==> config.mk <==
export PLATFORM = sky130hd
export DESIGN_NAME = return_address_stack
export DESIGN_NICKNAME = d
export VERILOG_FILES = /design/src/rtl/return_address_stack_pkg.sv /design/src/rtl/return_address_stack_ras_entry_array.sv /design/src/rtl/return_address_stack.sv
export SDC_FILE = /design/constraint.sdc
export NUM_CORES = 1
export LEC_CHECK = 0
export ABC_AREA = 1
export ABC_CLOCK_PERIOD_IN_PS = 4200
export CORE_MARGIN = 5
export CORE_UTILIZATION = 35
export CTS_BUF_LIST = sky130_fd_sc_hd__clkbuf_4
export DETAILED_ROUTE_END_ITERATION = 10
export PLACE_DENSITY = 0.62
export SLEW_MARGIN = 10
export SYNTH_ARGS = -nofsm -noshare
export SYNTH_HDL_FRONTEND = slang
export SYNTH_SLANG_ARGS = --single-unit
==> constraint.sdc <==
create_clock -name clk -period 4.2 [get_ports clk]
set_input_delay 0.84 -clock clk [delete_from_list [all_inputs] [get_ports clk]]
set_output_delay 0.84 -clock clk [all_outputs]
set_load 0.02 [all_outputs]
==> src/rtl/return_address_stack_pkg.sv <==
// Shared fetch-unit types for the return address stack.
// Optional build macro: RSD_RAS_TOP_REPAIR_EN adds the top-of-stack address
// to the recovery checkpoint so a wrong-path overwrite of the top entry can be
// undone on misprediction recovery.
package FetchUnitTypes;

    localparam int DECODE_WIDTH    = 2;
    localparam int PC_WIDTH        = 32;
    localparam int INSN_BYTE_WIDTH = 4;

    localparam int RAS_ENTRY_NUM       = 8;
    localparam int RAS_INDEX_BIT_WIDTH = $clog2(RAS_ENTRY_NUM);
    localparam int RAS_COUNT_BIT_WIDTH = $clog2(RAS_ENTRY_NUM + 1);
    localparam int DECODE_LANE_INDEX_BIT_WIDTH =
        (DECODE_WIDTH > 1) ? $clog2(DECODE_WIDTH) : 1;

    typedef logic [PC_WIDTH-1:0]                    PC_Path;
    typedef logic [DECODE_LANE_INDEX_BIT_WIDTH-1:0] DecodeLaneIndexPath;
    typedef logic [RAS_INDEX_BIT_WIDTH-1:0]         RAS_IndexPath;
    typedef logic [RAS_COUNT_BIT_WIDTH-1:0]         RAS_CountPath;

    // Stack state carried with each predicted branch so the backend can
    // rewind the stack after a misprediction.
    typedef struct packed {
`ifdef RSD_RAS_TOP_REPAIR_EN
        PC_Path       topAddr;
`endif
        RAS_IndexPath ptr;
        RAS_CountPath count;
    } RAS_CheckpointPath;

    // Return address pushed for a call: the instruction after the call.
    function automatic PC_Path NextInsnAddr(input PC_Path pc);
        return pc + PC_Path'(INSN_BYTE_WIDTH);
    endfunction

endpackage

==> src/rtl/return_address_stack_ras_entry_array.sv <==
// Return address storage: DEPTH registers, one write port, one
// asynchronous read port.
module ras_entry_array
    import FetchUnitTypes::*;
#(
    parameter int DEPTH = RAS_ENTRY_NUM
)(
    input  logic         clk,
    input  logic         writeEnable,
    input  RAS_IndexPath writeIndex,
    input  PC_Path       writeData,
    input  RAS_IndexPath readIndex,
    output PC_Path       readData
);

    PC_Path entry [DEPTH];

    // Write the selected entry on a push or repair.
    // NOTE: storage has no reset; validity is tracked by the stack count.
    always_ff @(posedge clk) begin
        if (writeEnable) begin
            entry[writeIndex] <= writeData;
        end
    end

    assign readData = entry[readIndex];

endmodule

==> src/rtl/return_address_stack.sv <==
// Return address stack for decode-stage return prediction.
// Scans the decode lanes, acts on the first call/return, and exposes a
// checkpoint of the stack state for misprediction recovery.
// Optional build macro: RSD_RAS_TOP_REPAIR_EN (checkpoint also restores the
// top entry on recovery).
// DEPTH must match RAS_ENTRY_NUM, which sizes the checkpoint fields.
module return_address_stack
    import FetchUnitTypes::*;
#(
    parameter int DEPTH = RAS_ENTRY_NUM,
    parameter int WIDTH = DECODE_WIDTH
)(
    input  logic              clk,
    input  logic              rst,
    input  logic              stall,
    input  logic [WIDTH-1:0]  insnValid,
    input  logic [WIDTH-1:0]  isCall,
    input  logic [WIDTH-1:0]  isReturn,
    input  PC_Path            pc [WIDTH],
    input  logic              recoverValid,
    input  RAS_CheckpointPath recoverCkpt,
    output logic              retPredValid,
    output PC_Path            retPredAddr,
    output DecodeLaneIndexPath opLane,
    output RAS_CheckpointPath ckptOut
);

    localparam RAS_CountPath FULL_COUNT = RAS_CountPath'(DEPTH);

    RAS_IndexPath       ptr, nextPtr;
    RAS_CountPath       count, nextCount;
    logic               selFound, scanStop;
    DecodeLaneIndexPath selLane;
    logic               selCall, selReturn;
    PC_Path             selPc, topEntry;
    logic               writeEnable;
    RAS_IndexPath       writeIndex;
    PC_Path             writeData;

    // Find the first call/return lane before the first invalid lane.
    // NOTE: blocking assignments here build the priority chain in loop order.
    always_comb begin
        selFound = 1'b0;
        selLane  = '0;
        scanStop = 1'b0;
        for (int i = 0; i < WIDTH; i++) begin
            if (!scanStop) begin
                if (!insnValid[i]) begin
                    scanStop = 1'b1;
                end else if (isCall[i] || isReturn[i]) begin
                    selFound = 1'b1;
                    selLane  = DecodeLaneIndexPath'(i);
                    scanStop = 1'b1;
                end
            end
        end
    end

    assign selCall   = selFound && isCall[selLane];
    assign selReturn = selFound && isReturn[selLane];
    assign selPc     = pc[selLane];

    // Next pointer/count and entry write: recovery beats stall beats the op.
    // NOTE: every output gets a default first so no latch is inferred.
    always_comb begin
        nextPtr     = ptr;
        nextCount   = count;
        writeEnable = 1'b0;
        writeIndex  = ptr;
        writeData   = NextInsnAddr(selPc);
        if (recoverValid) begin
            nextPtr   = recoverCkpt.ptr;
            nextCount = recoverCkpt.count;
`ifdef RSD_RAS_TOP_REPAIR_EN
            writeEnable = 1'b1;
            writeIndex  = recoverCkpt.ptr;
            writeData   = recoverCkpt.topAddr;
`endif
        end else if (!stall && selFound) begin
            if (selCall && selReturn) begin
                // Pop-then-push replaces the top in place.
                writeEnable = 1'b1;
                if (count == '0) begin
                    nextCount = RAS_CountPath'(1);
                end
            end else if (selCall) begin
                // Pointer wraps naturally, overwriting the oldest entry at full.
                nextPtr     = ptr + 1'b1;
                writeEnable = 1'b1;
                writeIndex  = ptr + 1'b1;
                if (count != FULL_COUNT) begin
                    nextCount = count + 1'b1;
                end
            end else if (count != '0) begin
                nextPtr   = ptr - 1'b1;
                nextCount = count - 1'b1;
            end
        end
    end

    // Stack pointer and occupancy registers.
    // NOTE: sequential state uses non-blocking assignments only.
    always_ff @(posedge clk or negedge rst) begin
        if (!rst) begin
            ptr   <= '0;
            count <= '0;
        end else begin
            ptr   <= nextPtr;
            count <= nextCount;
        end
    end

    // Writes are blocked during reset so an in-flight push is discarded.
    ras_entry_array #(
        .DEPTH(DEPTH)
    ) entryArray (
        .clk        (clk),
        .writeEnable(writeEnable && rst),
        .writeIndex (writeIndex),
        .writeData  (writeData),
        .readIndex  (ptr),
        .readData   (topEntry)
    );

    // Prediction and checkpoint outputs, all from registered state.
    always_comb begin
        retPredValid  = rst && !recoverValid && selReturn && (count != '0);
        retPredAddr   = topEntry;
        opLane        = rst ? selLane : '0;
        ckptOut       = '0;
        ckptOut.ptr   = ptr;
        ckptOut.count = count;
`ifdef RSD_RAS_TOP_REPAIR_EN
        ckptOut.topAddr = topEntry;
`endif
    end

endmodule

==> results.json <==
{
  "status": "finished clean",
  "power_frac_clock_pct": 30.0,
  "critical_path_buf_inv_count": 3,
  "async_reset_ff_share_pct": 2.66,
  "place.gp.congestion": 0.941,
  "clkSinkCount": 263,
  "critPathMaxFanout": 82,
  "synth_ff_type": "edfxtp_1",
  "pwr-share-comb_pct": 24.1,
  "initial_utilization_pct": 35.2,
  "drv_slew": 0,
  "synth_edf_count": 256,
  "crit_path_start_kind": "flop",
  "clkSlewWorstSetupHoldPaths_ps": 70,
  "grt_pass1_wl_um": 49900,
  "setup-tns-final_ps": 0,
  "clockBufferDepth": 3,
  "hold_viol_final": 0,
  "seqPwrFrac_pct": 45.9,
  "drive_above_1_share_pct": 12.3,
  "endpoint_kind": "output port",
  "synth_cell_type_count": 35,
  "route.detailed.drc": 0,
  "netlist_area_mm2": 0.0124,
  "grt_pass1_vias": 9223,
  "io_pins": 122,
  "drt_iter0_drc": 759,
  "antenna_left": 0,
  "num_vias": 9411,
  "crit_chain": "buf_12 -> buf_4 -> o21ai_0 -> o22ai_1 -> nor2_1 -> a31oi_1 -> clkdlybuf4s50_1",
  "setup_viol": 0,
  "clock_latency_ps": 690,
  "power_density_mw_per_mm2": 424,
  "busiest_layer": "met2",
  "fillers": 3319,
  "rsz0062_at_grt": "false",
  "p_leak_nw": 5.58,
  "die_x_um": 198,
  "cts_resized": 0,
  "routed_wl_um": 31700,
  "regArea_mm2": 0.00787,
  "synth_area_per_cell_um2": 9.89,
  "multi_input_area_mm2": 0.00407,
  "synth_area_leader_cell": "edfxtp_1",
  "die_y_um": 198,
  "fin_nets": 1500,
  "numCtsBuffers": 61,
  "clock.fmax_mhz": 252,
  "postPlaceCellArea_mm2": 0.0144,
  "cp.required_ps": 3360,
  "use_met1_pct": 22.5,
  "cp_top_family": "buffers and inverters",
  "hpwl_um": 20300,
  "slew_headroom_pct": 52.6,
  "rows": 69,
  "wl_per_cell_um": 16.5,
  "worst_hold_path_type": "input pin to asynchronous set/reset pin",
  "synth.top_cell.area_share_pct": 61.9,
  "ctsHoldBuffers": 0,
  "clockRootBuffer": "clkbuf_4",
  "synth.net_count": 1342,
  "yosys_warnings": 0,
  "syn_to_final_growth_pct": 22.1,
  "critPathKind": "flop to output port",
  "finalInstanceArea_mm2": 0.0152,
  "cts_setup_buffers": 0,
  "p_switching_mw": 1.93,
  "skew_ps": 12.2,
  "grt_max_degree": 83,
  "cts_max_level": 2,
  "viasPerCell": 4.90,
  "critPathMaxStageDelay_ps": 650,
  "use_met2_pct": 25.8,
  "overflow": 0,
  "synthCells": 1255,
  "fp.coreArea_mm2": 0.0353,
  "die-area_mm2": 0.0393,
  "crit_arrival_ps": 3120,
  "first_pass_iters": 5,
  "drv_cap": 0,
  "switching_share_pct": 30.1,
  "worst_pin_slew_ps": 709,
  "grt.total_usage_pct": 16.1,
  "io_buffers": 121,
  "slowest_stage": "clkdlybuf4s50_1",
  "period_share_pct": 94.3,
  "ys_seq_elements": 263,
  "final_util_pct": 42.9,
  "ir_worst_vdd_mv": 0.163,
  "synth_area_leaders": "edfxtp_1 (62%), nor2_1 (8.6%), nand2_1 (7.3%)",
  "cts_tree": "yes",
  "met3_usage_pct": 3.22,
  "ys_seq_area_share_pct": 63.3,
  "worst_hold_slack_ps": 495,
  "p_int_mw": 4.49,
  "fin_crit_ps": 3960,
  "grt_antenna_before_repair": 2
}
[synth_stat cells, types with 5 or more instances]
cell,n
nor2_1,284
edfxtp_1,256
nand2_1,240
o21ai_0,136
inv_1,65
nand3_1,51
clkbuf_1,50
a31oi_1,33
o22ai_1,32
xor2_1,17
nor2_2,14
nand2_2,11
dfrtp_1,7
nand3b_1,7
a21oi_1,5
buf_6,5
ha_1,5
nand4_1,5
nor2_4,5
[final timing paths]
| check | from | endpoint | slack, ps | cells after the start |
|---|---|---|---|---|
| min in group clk | count[0]$_DFFE_PN0P_ | count[0]$_DFFE_PN0P_ | 540 | 2 |
| min reg2reg | count[0]$_DFFE_PN0P_ | count[0]$_DFFE_PN0P_ | 540 | 2 |
| max in group asynchronous | rst | ptr[0]$_DFFE_PN0P_ | 3570 | 2 |
| max reg2reg | ptr[0]$_DFFE_PN0P_ | entryArray.entry[5][22]$_DFFE_PP_ | 1620 | 9 |
| min | rst | ptr[0]$_DFFE_PN0P_ | 500 | 2 |
| max | ptr[0]$_DFFE_PN0P_ | retPredAddr[21] | 240 | 7 |
[sequential cells by signal, indices dropped and copies added, names as in the netlist]
register          cells
count                 4
ptr                   3
entryArray.entry    256
[layer usage]
metal | routed length (um) | share of wire, %
met5 | 0 | 0
met3 | 2060 | 6.5
met1 | 14600 | 46
met4 | 476 | 1.5
met2 | 14600 | 46
[area by class of cell]
type | instances | share of cell area [%]
diodes | 1 | 0.0165
clock buffers | 83 | 4.11
clock inverters | 26 | 0.826
inverters | 68 | 1.71
multi-input cells | 862 | 26.8
flip-flops and latches | 263 | 51.9
well taps | 461 | 3.81
repair buffers | 157 | 10.8
[cells in the final DEF (no fill, tap or decap), types with 15 or more instances in the layout]
cell type / synthesis / routed
nor2_1: 284 / 276
edfxtp_1: 256 / 256
nand2_1: 240 / 240
o21ai_0: 136 / 136
clkdlybuf4s50_1: 0 / 121
clkbuf_4: 0 / 83
inv_1: 65 / 62
nand3_1: 51 / 51
a31oi_1: 33 / 33
o22ai_1: 32 / 32
buf_4: 3 / 24
clkinv_1: 0 / 22
xor2_1: 17 / 17
nor2_2: 14 / 15
[power by group through the flow]
| stage | combinational [mW] | sequential (mW) | clock, mW |
|---|---|---|---|
| 6_report | 1.55 | 2.95 | 1.93 |
| 5_1_grt | 1.71 | 2.95 | 2.13 |
| 4_1_cts | 1.57 | 2.95 | 1.98 |
| 3_5_place_dp | 1.57 | 3.00 | 0 |
| 3_3_place_gp | 1.55 | 3.00 | 0 |
| 2_1_floorplan | 0.867 | 3.01 | 0 |
[worst register-to-register path: stages (launching register included)]
cell      delay [ps]
dfrtp_4          430
clkinv_2         320
buf_4            310
ha_1             330
inv_1             80
nand2_1           50
nand2_1           80
nand2_1          110
nor2_2           240
buf_12           270
[metrics by stage]
stage / total power [mW] / cells / worst slack [ps]
after global routing: 6.78 / 1921 / 36.2
after floorplan: 3.88 / 1255 / 518
final: 6.42 / 1921 / 239
after CTS: 6.50 / 1920 / 89.1
after detailed placement: 4.57 / 1811 / 433
after global placement: 4.55 / 1811 / 475
[cell families (layout without fill, tap and decap cells)]
family,Yosys count,in the layout,share of synthesized area (%)
other cells,0,1,0
fa+ha+maj,6,6,0.665
buf+inv,130,334,4.35
flops,263,263,63.3
simple gates,629,629,21.2
compound gates,210,210,9.20
xor+xnor,17,17,1.20
No activity file was read; power rests on OpenSTA's default activity.
